--- src/rtl/isp_pkg.sv ---
// isp_pkg: shared FSM states and constants for the ISP request responder.
package isp_pkg;
    localparam int PIC_NUM = 16;
    localparam int DATA_W = 8;
    localparam logic MODE_FOCUS = 1'b0;
    localparam logic MODE_EXPOSE = 1'b1;
    localparam logic [1:0] RATIO_1X = 2'd2;
    typedef enum logic [2:0] {S_IDLE, S_LOOKUP, S_ISSUE, S_WAIT, S_RESP} state_t;
endpackage

--- src/rtl/isp_result_cache.sv ---
// isp_result_cache: per-picture focus/exposure result cache, one comb read port, one write port.
module isp_result_cache #(
    parameter int PIC_NUM = isp_pkg::PIC_NUM,
    parameter int DATA_W = isp_pkg::DATA_W
) (
    input  logic                       clk,
    input  logic                       rst,
    input  logic [$clog2(PIC_NUM)-1:0] rd_idx,
    output logic [DATA_W-1:0]          rd_focus_val,
    output logic                       rd_focus_vld,
    output logic [DATA_W-1:0]          rd_exp_val,
    output logic                       rd_exp_vld,
    input  logic                       wr_en,
    input  logic                       wr_mode,
    input  logic [$clog2(PIC_NUM)-1:0] wr_idx,
    input  logic [DATA_W-1:0]          wr_data,
    input  logic                       inv_focus
);
    import isp_pkg::*;
    logic [PIC_NUM-1:0] focus_vld, exp_vld;
    logic [DATA_W-1:0] focus_val [PIC_NUM];
    logic [DATA_W-1:0] exp_val [PIC_NUM];

    assign rd_focus_val = focus_val[rd_idx];
    assign rd_focus_vld = focus_vld[rd_idx];
    assign rd_exp_val = exp_val[rd_idx];
    assign rd_exp_vld = exp_vld[rd_idx];

    always_ff @(posedge clk or posedge rst) begin
        if (rst) begin
            focus_vld <= '0;
            exp_vld <= '0;
        end else begin
            if (wr_en && wr_mode == MODE_FOCUS) focus_vld[wr_idx] <= 1'b1;
            if (wr_en && wr_mode == MODE_EXPOSE) exp_vld[wr_idx] <= 1'b1;
            if (inv_focus) focus_vld[wr_idx] <= 1'b0;
        end
    end

    // Data words carry no reset; the valid bits alone qualify them.
    always_ff @(posedge clk) begin
        if (wr_en && wr_mode == MODE_FOCUS) focus_val[wr_idx] <= wr_data;
        if (wr_en && wr_mode == MODE_EXPOSE) exp_val[wr_idx] <= wr_data;
    end
endmodule

--- src/rtl/isp_req_responder.sv ---
// isp_req_responder: cached request responder in front of the ISP compute engine.
// Define ISP_RESP_TIMEOUT_EN to add a WAIT timeout (8'hFF result, sticky timeout_err).
module isp_req_responder #(
    parameter int PIC_NUM = isp_pkg::PIC_NUM,
    parameter int DATA_W = isp_pkg::DATA_W,
    parameter int TIMEOUT_CYC = 1000
) (
    input  logic              clk,
    input  logic              rst,
    input  logic              in_valid,
    input  logic [3:0]        in_pic_no,
    input  logic              in_mode,
    input  logic [1:0]        in_ratio_mode,
    output logic              out_valid,
    output logic [DATA_W-1:0] out_data,
    output logic              eng_req,
    output logic [3:0]        eng_pic_no,
    output logic              eng_mode,
    output logic [1:0]        eng_ratio,
    input  logic              eng_ack,
    input  logic              eng_done,
    input  logic [DATA_W-1:0] eng_data,
`ifdef ISP_RESP_TIMEOUT_EN
    output logic              timeout_err,
`endif
    output logic              err_overlap
);
    import isp_pkg::*;
    localparam int IW = $clog2(PIC_NUM);
    state_t state;
    logic [3:0] pic;
    logic mode;
    logic [1:0] ratio;
    logic [DATA_W-1:0] focus_val, exp_val, hit_val;
    logic focus_vld, exp_vld, hit, wr_en;
`ifdef ISP_RESP_TIMEOUT_EN
    logic [10:0] wait_cnt;
`endif

    assign hit = mode == MODE_FOCUS ? focus_vld : ratio == RATIO_1X && exp_vld;
    assign hit_val = mode == MODE_FOCUS ? focus_val : exp_val;
    assign wr_en = state == S_WAIT && eng_done;

    isp_result_cache #(.PIC_NUM(PIC_NUM), .DATA_W(DATA_W)) u_cache (
        .clk(clk),
        .rst(rst),
        .rd_idx(pic[IW-1:0]),
        .rd_focus_val(focus_val),
        .rd_focus_vld(focus_vld),
        .rd_exp_val(exp_val),
        .rd_exp_vld(exp_vld),
        .wr_en(wr_en),
        .wr_mode(mode),
        .wr_idx(pic[IW-1:0]),
        .wr_data(eng_data),
        .inv_focus(wr_en && mode == MODE_EXPOSE && ratio != RATIO_1X)
    );

    always_ff @(posedge clk or posedge rst) begin
        if (rst) begin
            state <= S_IDLE;
            pic <= '0;
            mode <= 1'b0;
            ratio <= '0;
            out_valid <= 1'b0;
            out_data <= '0;
            eng_req <= 1'b0;
            eng_pic_no <= '0;
            eng_mode <= 1'b0;
            eng_ratio <= '0;
            err_overlap <= 1'b0;
`ifdef ISP_RESP_TIMEOUT_EN
            wait_cnt <= '0;
            timeout_err <= 1'b0;
`endif
        end else begin
            if (in_valid && state != S_IDLE) err_overlap <= 1'b1;
            out_valid <= 1'b0;
            out_data <= '0;
            case (state)
                S_IDLE: if (in_valid) begin
                    pic <= in_pic_no;
                    mode <= in_mode;
                    ratio <= in_ratio_mode;
                    state <= S_LOOKUP;
                end
                S_LOOKUP: if (hit) begin
                    out_valid <= 1'b1;
                    out_data <= hit_val;
                    state <= S_RESP;
                end else begin
                    eng_req <= 1'b1;
                    eng_pic_no <= pic;
                    eng_mode <= mode;
                    eng_ratio <= ratio;
                    state <= S_ISSUE;
                end
                S_ISSUE: if (eng_ack) begin
                    eng_req <= 1'b0;
                    state <= S_WAIT;
`ifdef ISP_RESP_TIMEOUT_EN
                    wait_cnt <= '0;
`endif
                end
                S_WAIT: if (eng_done) begin
                    out_valid <= 1'b1;
                    out_data <= eng_data;
                    state <= S_RESP;
                end
`ifdef ISP_RESP_TIMEOUT_EN
                else if (wait_cnt == 11'(TIMEOUT_CYC - 1)) begin
                    out_valid <= 1'b1;
                    out_data <= '1;
                    timeout_err <= 1'b1;
                    state <= S_RESP;
                end else wait_cnt <= wait_cnt + 11'd1;
`endif
                S_RESP: state <= S_IDLE;
                default: state <= S_IDLE;
            endcase
        end
    end
endmodule

--- config.mk ---
export PLATFORM = sky130hd
export DESIGN_NAME = isp_req_responder
export DESIGN_NICKNAME = d
export VERILOG_FILES = /design/src/rtl/isp_pkg.sv /design/src/rtl/isp_result_cache.sv /design/src/rtl/isp_req_responder.sv
export SDC_FILE = /design/constraint.sdc
export NUM_CORES = 1
export LEC_CHECK = 0
export BUFFER_PORTS_ARGS = -buffer_cell sky130_fd_sc_hd__buf_2
export CAP_MARGIN = 20
export CORE_MARGIN = 4
export CORE_UTILIZATION = 25
export DETAILED_ROUTE_END_ITERATION = 8
export SLEW_MARGIN = 30
export SYNTH_ARGS = -nofsm -noshare
export SYNTH_HDL_FRONTEND = slang
export SYNTH_SLANG_ARGS = --single-unit
--- constraint.sdc ---
create_clock -name clk -period 4.5 [get_ports clk]
set_input_delay 0.675 -clock clk [delete_from_list [all_inputs] [get_ports clk]]
set_output_delay 0.675 -clock clk [all_outputs]
set_load 0.05 [all_outputs]
==> metrics.csv, run 1 <==
stage;metric;value;unit
floorplanning;rows;81;
grt;grt_pass1_vias;6563;
clocking;ctsResizeCount;0;
floorplanning;dieArea;53540;um2
logic_synthesis;synthXorXnorAreaFrac;0;%
sta;fin_crit;3.211;ns
logic_synthesis;synthFlopType;edfxtp_1;
routing;drt-pass1-iter-count;5;
sta;fmax;311.4;MHz
flow_run;cap_viol_max_count;0;
sta;finalSetupViolCount;0;
clocking;clkTransAtPathRegs;0.06;ns
logic_synthesis;yosysTopAreaCell;edfxtp_1;
routing;ant_nets;0;
clocking;clock-root-buffer;clkbuf_16;
logic_synthesis;synth.mux.area_fraction;16.97;%
final_layout;utilization;29.82;%
logic_synthesis;synth_area_leaders;edfxtp_1 (62%), dfrtp_1 (12%), mux4_2 (12%), mux2i_1 (2.4%), mux2_2 (1.8%);
worst_hold_path;min_path_type;in2async;
logic_synthesis;synth_cells;659;
routing;drc;0;
logic_synthesis;synth_edf_count;256;
grt;grt_pass1_wl;41750;um
final_layout;diodes;0;
floorplanning;fp.dieW;231.4;um
sta;tns;0;ns
grt;grt_max_degree;61;
logic_synthesis;syn_nets;679;
grt;grt_antenna_before_repair;0;
setup_path;startpoint;pic[0];
status;status;complete, no violations;
setup_path;reg2reg_to;eng_pic_no[3];
logic_synthesis;synth_adder_area_share;0;%
setup_path;endpoint_kind;flop;
routing;wirelength;27450;um
logic_synthesis;async_reset_ff_share;18.99;%
logic_synthesis;avgSynthCellArea;18.93;um2
power;vdd_ir_drop_max;260.2;uV
setup_path;crit_required;4.88;ns
clocking;cts_sinks;316;
logic_synthesis;synth_top_family_by_area;multiplexers;
logic_synthesis;ys_seq_area_share;73.65;%
sta;relSlewSlack;38.18;%
setup_path;r2r-start;pic[0];
sta;whs;0.2019;ns
power;power_density;616.2;nW/um2
routing;viasPerCell;4.444;
clocking;cts_tree;done;
routing;vias;6262;
logic_synthesis;yosys.area_share.simple;4.323;%
floorplanning;die_h;231.4;um
power;leakagePower;0.004984;uW
setup_path;crit_arrival;3.59;ns
routing;dr.first_iter.drc_count;738;
grt;grt_overflow;0;
sta;drv_slew;0;
final_layout;drive_above_1_share;30.60;%
clocking;cts_setup_buffers;0;
place;numPortBuffers;37;
floorplanning;core_area;49150;um2
routing;wl_per_cell;19.48;um
sta;period_share;71.36;%
floorplanning;io_pins;38;
logic_synthesis;ys_types;36;
logic_synthesis;yosys.cell_count.top_type;edfxtp_1;
floorplanning;start_util;25.38;%
logic_synthesis;synthDominantCellAreaShare;61.62;%
setup_path;r2r_setup_slack;1.29;ns
place;place_congestion;0.7756;
clocking;clk_path_buf_depth;3;
place;dp_hpwl;16890;um
setup_path;r2r.worst_path.cells;5;
setup_path;startpoint_type;flop;
logic_synthesis;ys_ff_latch;316;
logic_synthesis;synth-compound-area-share;3.450;%
clocking;numCtsBuffers;35;
grt;grt_usage;10.21;%
clocking;ctsHtreeMaxLevel;2;
setup_path;endpoint;eng_pic_no[3];
sta;rsz0062_at_grt;no;
sta;finClkSkew;0.01252;ns
power;p_total;9033;uW
setup_path;path_max_fanout;39;
setup_path;path_class;reg2reg;
final_layout;syn_to_final_growth;17.50;%
sta;tightest_slew;0.9273;ns
clocking;clk_latency;0.51;ns
clocking;cts_hold_buf;0;
sta;hold_violations;0;
logic_synthesis;syn_area;12480;um2
logic_synthesis;synth_warnings;0;
final_layout;nets;741;
logic_synthesis;synthTopCellsByCount;edfxtp_1 (256), mux4_2 (66), dfrtp_1 (60);
## layout make-up
type	instances	area, um2
Inverter	6	22.52
Sequential cell	316	9198
Clock buffer	45	975.9
Tap cell	664	830.8
Timing Repair Buffer	60	357.8
Fill cell	4785	34490
Multi-Input combinational cell	302	3098
Clock inverter	16	176.4
## how the worst min path moves through the flow
stage                       start            endpoint  slack (ns)  cells after the start
2_1_floorplan  u_cache.exp_vld[0]  u_cache.exp_vld[0]        0.44                      1
3_3_place_gp          err_overlap         err_overlap        0.45                      1
3_5_place_dp          err_overlap         err_overlap        0.45                      1
4_1_cts                       rst             eng_req        0.20                      2
5_1_grt                       rst         err_overlap        0.24                      2
6_report                      rst         err_overlap        0.20                      2
## layout by cell type (no fill, tap or decap), types with 2 or more instances in the layout
| cell type | n |
|---|---|
| o22ai_1 | 8 |
| nand2_1 | 25 |
| edfxtp_1 | 256 |
| o21ai_0 | 41 |
| clkbuf_1 | 6 |
| nor2b_1 | 5 |
| buf_2 | 37 |
| and2_1 | 2 |
| mux2_2 | 20 |
| mux2_4 | 7 |
| nor3_1 | 5 |
| nand4_1 | 2 |
| nand2b_1 | 8 |
| dfrtp_4 | 2 |
| dfrtp_1 | 57 |
| bufinv_16 | 4 |
| and3_1 | 3 |
| clkinv_1 | 5 |
| clkbuf_8 | 2 |
| nand3_1 | 6 |
| a221oi_1 | 8 |
| nor2_1 | 32 |
| mux4_2 | 66 |
| a22oi_1 | 2 |
| or2_2 | 16 |
| o31ai_1 | 4 |
| inv_1 | 5 |
| mux2i_1 | 30 |
| buf_4 | 23 |
| clkbuf_16 | 37 |
| clkinv_2 | 6 |
| a211oi_1 | 2 |
## logic make-up after synthesis
family / count (synthesis)
compound gates: 70
mux: 123
buf+inv: 41
simple gates: 109
flops: 316
## critical path, stage by stage (launching register included)
cell       delay (ns)
dfrtp_4          0.93
inv_1            0.30
mux4_2           0.51
a2111oi_2        0.47
or4b_1           0.52
mux2_4           0.35
## state kept, by name, summed over array words and instances (netlist names), 2 cells and up, named ones only
register and flops:
pic 4, u_cache.exp_val 128, out_data 8, eng_ratio 2, u_cache.exp_vld 16, ratio 2, eng_pic_no 4, u_cache.focus_val 128
state 3
## metal layers
layer	part of all wire (%)	wire length (um)	GRT usage (%)
met3	4.9	1336	1.954
met5	0	0	0
met1	44	12100	13.85
met4	1.8	498	2.725
met2	49	13510	16.87
## stage by stage
| stage | instances | setup slack (ns) | cell area (um2) |
|---|---|---|---|
| finish | 1409 | 1.289 | 14660 |
| global route | 1409 | 1.060 | 14660 |
| CTS | 1409 | 1.194 | 14650 |
| detailed placement | 1348 | 1.175 | 13500 |
| global placement | 1347 | 1.176 | 13490 |
| floorplan | 659 | 2.067 | 12480 |
## power breakdown
part | total [uW] | switching [uW] | internal, uW | leakage, uW
Sequential | 3820 | 411 | 3410 | 0.00308
Clock | 2850 | 1090 | 1750 | 0.000565
Combinational | 2360 | 1250 | 1110 | 0.00134
Total | 9030 | 2760 | 6280 | 0.00498
Note: power is estimated with default switching activity, not from simulation.
==> run 2: changes to the inputs <==
==> constraint.sdc (replaced) <==
create_clock -name clk -period 3.3 [get_ports clk]
set_input_delay 0.495 -clock clk [delete_from_list [all_inputs] [get_ports clk]]
set_output_delay 0.495 -clock clk [all_outputs]
set_load 0.05 [all_outputs]
==> metrics.csv, run 2 (synthesis gave the netlist of run 1 again) <==
stage;metric;value;unit;change
power;leakagePower;0.005116;uW;+2.6%
final_layout;diodes;0;;unchanged
routing;dr.first_iter.drc_count;643;;-13%
setup_path;reg2reg_to;eng_pic_no[3];;
sta;period_share;85.39;%;+14 points
sta;fmax;354.9;MHz;+14%
routing;vias;6338;;+1.2%
sta;finClkSkew;0.01419;ns;+0.001674 ns
clocking;ctsHtreeMaxLevel;1;;-1
routing;viasPerCell;4.426;;-0.41%
setup_path;worst-path-stages;6;;+1
clocking;clock-root-buffer;clkbuf_16;;
setup_path;path_max_fanout;30;;-23%
grt;grt_overflow;0;;unchanged
clocking;clkTransAtPathRegs;0.06;ns;about the same
setup_path;startpoint;pic[1];;
place;numPortBuffers;37;;unchanged
setup_path;endpoint;eng_pic_no[3];;
clocking;ctsResizeCount;0;;unchanged
final_layout;mostFrequentLayoutCells;edfxtp_1 (256), mux4_2 (66), dfrtp_1 (57), buf_4 (48), o21ai_0 (41);;
clocking;clk_path_buf_depth;3;;unchanged
routing;ant_nets;0;;unchanged
grt;grt_pass1_vias;6530;;-0.50%
power;p_total;12200;uW;+35%
power;clockPowerShare;30.6;%;-0.9 points
floorplanning;die_h;231.4;um;unchanged
power;seq_power_share;41.3;%;-1.0 points
floorplanning;rows;81;;unchanged
sta;relSlewSlack;53.16;%;+15 points
power;switching_share;30.48;%;about the same
routing;drc;0;;unchanged
clocking;numCtsBuffers;31;;-11%
grt;grt_max_degree;40;;-34%
power;power_density;823.0;nW/um2;+34%
setup_path;startpoint_type;flop;;
setup_path;cp_slowest_stage_delay;0.79;ns;-0.14 ns
grt;grt_antenna_before_repair;1;;+1
grt;grt_pass1_wl;41250;um;-1.2%
final_layout;mostFrequentLayoutCell;edfxtp_1;;
setup_path;r2r.worst_path.cells;6;;+1
floorplanning;fp.dieW;231.4;um;unchanged
final_layout;syn_to_final_growth;18.80;%;
sta;rsz0062_at_grt;no;;
final_layout;drive_above_1_share;33.46;%;+2.9 points
sta;finalSetupViolCount;0;;unchanged
place;place_congestion;0.7935;;+2.3%
sta;drv_slew;0;;unchanged
setup_path;path_buf_inv;1;;unchanged
clocking;cts_sinks;316;;unchanged
power;p_sw;3718;uW;+35%
final_layout;top_regs;u_cache.exp_val x128, u_cache.focus_val x128, u_cache.exp_vld x16;;
sta;tightest_slew;0.6996;ns;-0.2278 ns
routing;wl_per_cell;19.11;um;-1.9%
clocking;cts_tree;done;;
final_layout;nets;764;;+3.1%
setup_path;endpoint_kind;flop;;
sta;hold_violations;0;;unchanged
routing;wirelength;27360;um;-0.32%
floorplanning;dieArea;53540;um2;unchanged
setup_path;crit_required;3.74;ns;-1.14 ns
routing;drt-pass1-iter-count;5;;unchanged
floorplanning;core_area;49150;um2;unchanged
place;dpl_worst_slack;0.5008;ns;-0.6745 ns
power;p_int;8480;uW;+35%
floorplanning;io_pins;38;;unchanged
setup_path;slowest_stage;or4b_1;;
setup_path;crit_chain;buf_4 -> mux2i_1 -> nand2_1 -> and3_1 -> or4b_1 -> mux2_4;;
setup_path;critical_path.top_delay_family;simple AND/OR/NAND/NOR gates;;
sta;fin_crit;2.818;ns;-0.3932 ns
power;pwr-share-comb;28.1;%;+1.9 points
setup_path;crit_arrival;3.25;ns;-0.34 ns
final_layout;utilization;30.15;%;+0.33 points
sta;tns;0;ns;unchanged
clocking;cts_setup_buffers;0;;unchanged
status;status;complete, no violations;;
grt;grt_usage;10.07;%;-0.13 points
flow_run;cap_viol_max_count;0;;unchanged
floorplanning;start_util;25.38;%;unchanged
place;dp_hpwl;17060;um;+0.98%
setup_path;r2r-start;pic[1];;
clocking;clk_latency;0.56;ns;+0.05 ns
setup_path;r2r_setup_slack;0.48;ns;-0.81 ns
worst_hold_path;min_path_type;in2reg;;
power;vdd_ir_drop_max;429.4;uV;+65%
setup_path;path_class;reg2reg;;
sta;fin_ws;0.4820;ns;-0.8068 ns
run 2: worst min path at each step:
stage,cells after the start,slack [ns],start,end
final,3,0.16,in_pic_no[2],pic[2]
after CTS,3,0.14,in_ratio_mode[1],ratio[1]
after floorplan,1,0.44,u_cache.exp_vld[0],u_cache.exp_vld[0]
after detailed placement,1,0.45,err_overlap,err_overlap
after global placement,1,0.45,err_overlap,err_overlap
after global routing,3,0.14,in_pic_no[2],pic[2]
run 2: through the flow:
stage	hold WS [ns]	std cells	cell area, um2
floorplan	0.4389	659	12480
global placement	0.4481	1373	13700
detailed placement	0.4546	1374	13700
CTS	0.1352	1432	14820
global route	0.1365	1432	14820
finish	0.1570	1432	14820
run 2: metal layers:
metal | GRT usage [%] | routed length, um | up-vias
li1 | - | - | 2801
met1 | 13.82 | 12090 | 3362
met2 | 16.51 | 13330 | 130
met3 | 2.188 | 1408 | 43
met4 | 2.236 | 525 | 2
met5 | 0 | 13 | -
run 2: timing repair:
item | CTS | global route
endpoints found under the setup margin | 0 | 0
hold buffers | 1 | 0
endpoints found under the hold margin | 17 | 0
run 2: tightest hold or removal path, stage by stage:
cell and delay, ns:
buf_2 0.07, nand2_1 0.04, o21ai_0 0.06
run 2: final cells by class:
type / count / area [um2]
clock buffers: 45 / 965.9
multi-input cells: 302 / 3087
repair buffers: 87 / 575.6
flip-flops and latches: 316 / 9198
inverters: 6 / 22.52
well taps: 664 / 830.8
fillers: 4766 / 34330
clock inverters: 12 / 142.6
run 2: power groups by stage:
| stage | Sequential, uW | Combinational, uW | Clock [uW] |
|---|---|---|---|
| after global routing | 5090 | 3700 | 4000 |
| after global placement | 5130 | 3440 | 0 |
| after CTS | 5040 | 3480 | 3810 |
| after floorplan | 5140 | 2450 | 0 |
| after detailed placement | 5120 | 3470 | 0 |
| final | 5040 | 3430 | 3730 |
